`src/rtl/uart_pkg.sv`:
```
// Shared UART definitions: parity mode codes, receiver FSM encodings and status payload.
package uart_pkg;

    localparam int unsigned PARITY_NONE = 0;
    localparam int unsigned PARITY_EVEN = 1;
    localparam int unsigned PARITY_ODD  = 2;

    typedef enum logic [2:0] {
        RX_IDLE      = 3'd0,
        RX_START     = 3'd1,
        RX_DATA      = 3'd2,
        RX_PARITY    = 3'd3,
        RX_STOP      = 3'd4,
        RX_WAIT_IDLE = 3'd5
    } rx_state_e;

    typedef struct packed {
        logic parity_err;
        logic frame_err;
        logic brk;
    } rx_status_t;

endpackage : uart_pkg

```
`src/rtl/sync_2ff.sv`:
```
// Two-flop synchroniser for a single asynchronous bit, with a selectable reset value.
module sync_2ff #(
    parameter logic RST_VAL = 1'b1
) (
    input  logic clk,
    input  logic rst,
    input  logic d_i,
    output logic q_o
);

    logic meta_q;
    logic sync_q;

    always_ff @(posedge clk) begin
        if (rst) begin
            meta_q <= RST_VAL;
            sync_q <= RST_VAL;
        end else begin
            meta_q <= d_i;
            sync_q <= meta_q;
        end
    end

    assign q_o = sync_q;

endmodule : sync_2ff

```
`src/rtl/uart_rx_engine.sv`:
```
// Parametrised UART receiver: synchronised RXD, mid-bit sampling, parity/framing/break
// detection and a valid/ready word output with a sticky overrun flag.
module uart_rx_engine
    import uart_pkg::*;
#(
    parameter int unsigned CLKS_PER_BIT = 5208,
    parameter int unsigned DATA_BITS    = 8,
    parameter int unsigned PARITY_MODE  = PARITY_NONE,
    parameter int unsigned STOP_BITS    = 1
) (
    input  logic                 clk,
    input  logic                 rst,
    input  logic                 uart_rxd,
    output logic [DATA_BITS-1:0] rx_data,
    output logic                 rx_valid,
    input  logic                 rx_ready,
    output logic                 rx_parity_err,
    output logic                 rx_frame_err,
    output logic                 rx_break,
    output logic                 rx_overrun,
    input  logic                 overrun_clr,
    output logic                 rx_busy
);

    localparam int unsigned CW = $clog2(CLKS_PER_BIT);
    localparam int unsigned IW = $clog2(DATA_BITS);

    logic rxd_s;

    sync_2ff #(.RST_VAL(1'b1)) u_sync (
        .clk (clk),
        .rst (rst),
        .d_i (uart_rxd),
        .q_o (rxd_s)
    );

    rx_state_e            state_q, state_d;
    logic [CW-1:0]        cnt_q, cnt_d;
    logic [IW-1:0]        idx_q, idx_d;
    logic [DATA_BITS-1:0] shreg_q, shreg_d;
    logic                 par_q, par_d;
    logic                 perr_q, perr_d;
    logic                 ferr_q, ferr_d;
    logic                 zero_q, zero_d;
    logic                 stop_idx_q, stop_idx_d;
    logic                 commit_q, commit_d;
    logic [DATA_BITS-1:0] data_q, data_d;
    logic                 valid_q, valid_d;
    rx_status_t           status_q, status_d;
    logic                 ovr_q, ovr_d;
    logic                 busy_q;

    logic bit_done;
    logic half_done;
    logic ovr_set;

    assign bit_done  = (cnt_q == CW'(CLKS_PER_BIT - 1));
    assign half_done = (cnt_q == CW'(CLKS_PER_BIT / 2 - 1));

    // Next-state, sampling datapath and output handshake.
    always_comb begin
        state_d    = state_q;
        cnt_d      = cnt_q;
        idx_d      = idx_q;
        shreg_d    = shreg_q;
        par_d      = par_q;
        perr_d     = perr_q;
        ferr_d     = ferr_q;
        zero_d     = zero_q;
        stop_idx_d = stop_idx_q;
        commit_d   = 1'b0;
        data_d     = data_q;
        valid_d    = valid_q;
        status_d   = status_q;
        ovr_set    = 1'b0;

        if (valid_q && rx_ready) begin
            valid_d = 1'b0;
        end

        unique case (state_q)
            RX_IDLE: begin
                cnt_d = '0;
                idx_d = '0;
                if (!rxd_s) begin
                    state_d = RX_START;
                end
            end
            RX_START: begin
                if (half_done) begin
                    cnt_d = '0;
                    if (!rxd_s) begin
                        state_d    = RX_DATA;
                        par_d      = 1'b0;
                        perr_d     = 1'b0;
                        ferr_d     = 1'b0;
                        zero_d     = 1'b1;
                        stop_idx_d = 1'b0;
                    end else begin
                        state_d = RX_IDLE;
                    end
                end else begin
                    cnt_d = cnt_q + CW'(1);
                end
            end
            RX_DATA: begin
                if (bit_done) begin
                    cnt_d          = '0;
                    shreg_d[idx_q] = rxd_s;
                    par_d          = par_q ^ rxd_s;
                    zero_d         = zero_q & ~rxd_s;
                    if (idx_q == IW'(DATA_BITS - 1)) begin
                        idx_d   = '0;
                        state_d = (PARITY_MODE != PARITY_NONE) ? RX_PARITY : RX_STOP;
                    end else begin
                        idx_d = idx_q + IW'(1);
                    end
                end else begin
                    cnt_d = cnt_q + CW'(1);
                end
            end
            RX_PARITY: begin
                if (bit_done) begin
                    cnt_d   = '0;
                    perr_d  = ((par_q ^ rxd_s) != (PARITY_MODE == PARITY_ODD));
                    zero_d  = zero_q & ~rxd_s;
                    state_d = RX_STOP;
                end else begin
                    cnt_d = cnt_q + CW'(1);
                end
            end
            RX_STOP: begin
                if (commit_q) begin
                    // A held word that is not being consumed this cycle blocks the new one.
                    if (!valid_q || rx_ready) begin
                        data_d              = shreg_q;
                        valid_d             = 1'b1;
                        status_d.parity_err = perr_q;
                        status_d.frame_err  = ferr_q;
                        status_d.brk        = zero_q;
                    end else begin
                        ovr_set = 1'b1;
                    end
                    state_d = ferr_q ? RX_WAIT_IDLE : RX_IDLE;
                end else if (bit_done) begin
                    cnt_d = '0;
                    if (!rxd_s) begin
                        ferr_d = 1'b1;
                    end
                    if (!stop_idx_q) begin
                        zero_d = zero_q & ~rxd_s;
                    end
                    if ((STOP_BITS == 2) && !stop_idx_q) begin
                        stop_idx_d = 1'b1;
                    end else begin
                        commit_d = 1'b1;
                    end
                end else begin
                    cnt_d = cnt_q + CW'(1);
                end
            end
            RX_WAIT_IDLE: begin
                cnt_d = '0;
                if (rxd_s) begin
                    state_d = RX_IDLE;
                end
            end
            default: begin
                state_d = RX_IDLE;
            end
        endcase

        ovr_d = ovr_set ? 1'b1 : (overrun_clr ? 1'b0 : ovr_q);
    end

    always_ff @(posedge clk) begin
        if (rst) begin
            state_q    <= RX_IDLE;
            cnt_q      <= '0;
            idx_q      <= '0;
            shreg_q    <= '0;
            par_q      <= 1'b0;
            perr_q     <= 1'b0;
            ferr_q     <= 1'b0;
            zero_q     <= 1'b0;
            stop_idx_q <= 1'b0;
            commit_q   <= 1'b0;
            data_q     <= '0;
            valid_q    <= 1'b0;
            status_q   <= '0;
            ovr_q      <= 1'b0;
            busy_q     <= 1'b0;
        end else begin
            state_q    <= state_d;
            cnt_q      <= cnt_d;
            idx_q      <= idx_d;
            shreg_q    <= shreg_d;
            par_q      <= par_d;
            perr_q     <= perr_d;
            ferr_q     <= ferr_d;
            zero_q     <= zero_d;
            stop_idx_q <= stop_idx_d;
            commit_q   <= commit_d;
            data_q     <= data_d;
            valid_q    <= valid_d;
            status_q   <= status_d;
            ovr_q      <= ovr_d;
            busy_q     <= (state_d != RX_IDLE);
        end
    end

    assign rx_data       = data_q;
    assign rx_valid      = valid_q;
    assign rx_parity_err = status_q.parity_err;
    assign rx_frame_err  = status_q.frame_err;
    assign rx_break      = status_q.brk;
    assign rx_overrun    = ovr_q;
    assign rx_busy       = busy_q;

endmodule : uart_rx_engine

```
`config.mk`:
```
export PLATFORM = sky130hd
export DESIGN_NAME = uart_rx_engine
export DESIGN_NICKNAME = d
export VERILOG_FILES = /design/src/rtl/uart_pkg.sv /design/src/rtl/sync_2ff.sv /design/src/rtl/uart_rx_engine.sv
export SDC_FILE = /design/constraint.sdc
export NUM_CORES = 1
export LEC_CHECK = 0
export CAP_MARGIN = 20
export CORE_ASPECT_RATIO = 1.1
export CORE_MARGIN = 2
export CORE_UTILIZATION = 51
export DETAILED_ROUTE_END_ITERATION = 8
export GPL_ROUTABILITY_DRIVEN = 0
export GPL_TIMING_DRIVEN = 0
export HOLD_SLACK_MARGIN = 0.08
export PLACE_DENSITY = 0.82
export SLEW_MARGIN = 30
export SYNTH_ARGS = -nofsm -noshare
export SYNTH_HDL_FRONTEND = slang
export SYNTH_SLANG_ARGS = --single-unit
```
`constraint.sdc`:
```
create_clock -name clk -period 2.7 [get_ports clk]
set_clock_uncertainty 0.1 [all_clocks]
set_input_delay 0.405 -clock clk [delete_from_list [all_inputs] [get_ports clk]]
set_output_delay 0.405 -clock clk [all_outputs]
set_load 0.1 [all_outputs]
```
==> out/results.ini <==
[run_status]
status = completed

[power]
comb_power_share_pct = 3.7
sequentialPowerShare_pct = 51.4
peakVddDrop_mv = 0.3485
p_clk_share_pct = 44.9
p_leak_nw = 0.9857
power_density_mw_per_mm2 = 507.9
switching_share_pct = 20.64
p_sw_mw = 0.2865
p_int_mw = 1.101

[final_layout]
final_cells = 347
areaGrowthSynthToFinish_pct = 15.92
mostFrequentLayoutCell = dfxtp_1
drive_above_1_share_pct = 8.874
nets = 300
final_cell_mix = dfxtp_1 (48), a21oi_1 (22), nor2_1 (19)
final_area_mm2 = 0.002733
n_antenna_cell = 0

[global_routing]
antenna_found_initial = 0
grt_max_degree = 17
grt-ovfl-total = 0
grtUsageTotal_pct = 21.46
grt_pass1_wl_mm = 8.500
grt_pass1_vias = 1935

[routing]
drt_iter0_drc = 176
viasPerCell = 5.856
wire_per_inst_um = 14.56
num_vias = 2032
drc = 0
detail_route.first_pass.iterations = 4
routed_wl_mm = 5.053
postRouteAntennaNets = 0

[hold_path]
hold_end = u_sync.q_o$_SDFF_PP1_
min_delay_path_depth = 1
holdCritStartpoint = u_sync.meta_q$_SDFF_PP1_
hp-class = register to register

[die]
core_mm2 = 0.004379
die_x_um = 68.82
dieArea_mm2 = 0.005182
rows = 25
fp.dieH_um = 75.31
start_util_pct = 53.83
io_pins = 19

[critical_path]
cp_max_fo = 2
max_stage_delay_ns = 1.13
worstSetupPathType = register to primary output
ff2ff_path_depth = 6
critPathTopFamily = buffers and inverters
worst_r2r_startpoint = cnt_q[0]$_SDFFE_PP0P_
arrival_ns = 1.79
cp_data_required_time_ns = 2.19
crit_buf_inv = 1
r2r_end = cnt_q[4]$_SDFFE_PP0P_
crit_chain = clkdlybuf4s50_1
start_kind = register
r2r_slack_ns = 0.62
critPathCaptureType = primary output
worst_path_max_delay_cell = clkdlybuf4s50_1
setup.worst_path.start = rx_data[1]$_SDFFE_PP0P_

[place]
dp.cells = 339
placed_area_mm2 = 0.002595
hpwl_mm = 3.604
io_buffer_count = 17

[flow_run]
maxCapViolations = 0

[sta]
finalSetupTns_ns = 0
worst_slew_pin_slew_ns = 0.9732
rsz0062_at_grt = false
final-hold-violation-count = 0
fmax_mhz = 435.6
fin_crit_sh_pct = 85.03
finalCriticalPeriod_ns = 2.296
slew_headroom_pct = 34.91
timing.hold.ws_ns = 0.3271
setup_violations = 0
final_max_slew_viol_count = 0

[clock_tree]
cts_resized = 0
cts.path.max_buffers = 2
cts-buffers-inserted = 5
cts.htree.levels = 2
cts_hold_buf = 0
cts_tree = built
clock-root-buffer = clkbuf_8
clk_pin_slew_ns = 0.10
cts_sinks = 48
clkLatencyLatePin_ns = 0.31
post_cts_buffers = 0

[logic_synthesis]
synth.yosys.seq_area_share_pct = 40.76
syn_inst = 268
syn_area_mm2 = 0.002357
ys_seq_elements = 48
async_flop_share_pct = 0
avgSynthCellArea_um2 = 8.796
synth_cell_types = 52
ys.warnings.count = 0
synth-main-ff-cell = dfxtp_1
synth-edff-count = 0
syn_nets = 276

-- area by class of cell --
cell class / count / area (µm²)
plain buffers: 17 / 83.83
clock buffers: 5 / 68.82
clock inverters: 3 / 68.82
fillers: 400 / 1647
inverters: 7 / 26.28
multi-input cells: 196 / 1286
flip-flops and latches: 48 / 960.9
well taps: 54 / 67.56
repair buffers: 17 / 170.2
-- cells in the mapped netlist, types with 3 or more instances --
cell type	n	share of area, %
xor2_1	4	1.5
nor2_1	19	3.0
inv_1	6	0.96
clkbuf_1	10	1.6
nor3b_1	3	0.96
o41ai_1	3	1.1
nor2b_1	4	1.1
o21ai_0	15	3.2
buf_2	4	0.85
mux2i_1	14	5.9
and3_1	4	1.1
or3_1	13	3.5
nand2b_1	8	2.1
or4_1	3	0.96
a21oi_1	22	4.7
nand4_1	9	2.4
a22oi_1	8	2.5
ha_1	3	1.6
nand3_1	8	1.7
nand2_1	18	2.9
dfxtp_1	48	41
or2_2	3	0.80
-- flip-flops by register name, summed over array words and instances, names as in the netlist --
register / cells
cnt_q: 13
commit_q: 1
ferr_q: 1
idx_q: 3
par_q: 1
perr_q: 1
rx_break: 1
rx_busy: 1
rx_data: 8
rx_frame_err: 1
rx_overrun: 1
rx_parity_err: 1
rx_valid: 1
shreg_q: 8
state_q: 3
u_sync.meta_q: 1
u_sync.q_o: 1
zero_q: 1
-- metal layers --
| layer | GRT usage (%) | part of all wire [%] | vias up |
|---|---|---|---|
| met1 | 26.94 | 45 | 954 |
| met4 | 9.368 | 1.7 | 0 |
| met3 | 4.874 | 4.3 | 9 |
| met5 | 0 | 0 | - |
| met2 | 35.26 | 49 | 44 |
| li1 | - | - | 1025 |
-- cell families (layout without fill, tap and decap cells) --
group                    count (synthesis)  after routing  synth area share [%]
AND/OR/NAND/NOR                        109            109                 27.55
XOR/XNOR                                 6              6                 2.229
buffers and inverters                   24             49                 4.671
adder cells (fa/ha/maj)                  3              3                 1.593
multiplexers                            14             14                 5.945
AO/OA/AOI/OAI                           64             64                 17.25
flip-flops                              48             48                 40.76
-- power groups by stage --
stage / Clock, mW / Combinational [mW] / Sequential [mW]
3_5_place_dp: 0 / 0.0502 / 0.730
6_report: 0.624 / 0.0512 / 0.713
2_1_floorplan: 0 / 0.0296 / 0.736
3_3_place_gp: 0 / 0.0502 / 0.730
4_1_cts: 0.635 / 0.0505 / 0.713
5_1_grt: 0.660 / 0.0555 / 0.714
-- how the worst max path moves through the flow --
stage,depth (start not counted),to,slack (ns)
finish,1,rx_data[1],0.40
global route,1,rx_data[1],0.36
CTS,1,rx_data[4],0.40
detailed placement,6,cnt_q[6]$_SDFFE_PP0P_,0.62
global placement,6,cnt_q[7]$_SDFFE_PP0P_,0.68
floorplan,5,rx_break$_SDFFE_PP0P_,0.77
-- metrics by stage --
| stage | power (mW) | setup WS (ns) | utilization, % |
|---|---|---|---|
| finish | 1.388 | 0.4042 | 62.40 |
| global route | 1.430 | 0.3551 | 62.40 |
| detailed placement | 0.7801 | 0.6195 | 59.26 |
| CTS | 1.399 | 0.4009 | 62.40 |
| global placement | 0.7798 | 0.6809 | 59.26 |
| floorplan | 0.7654 | 0.7688 | - |
(Power assumes the default switching activity.)
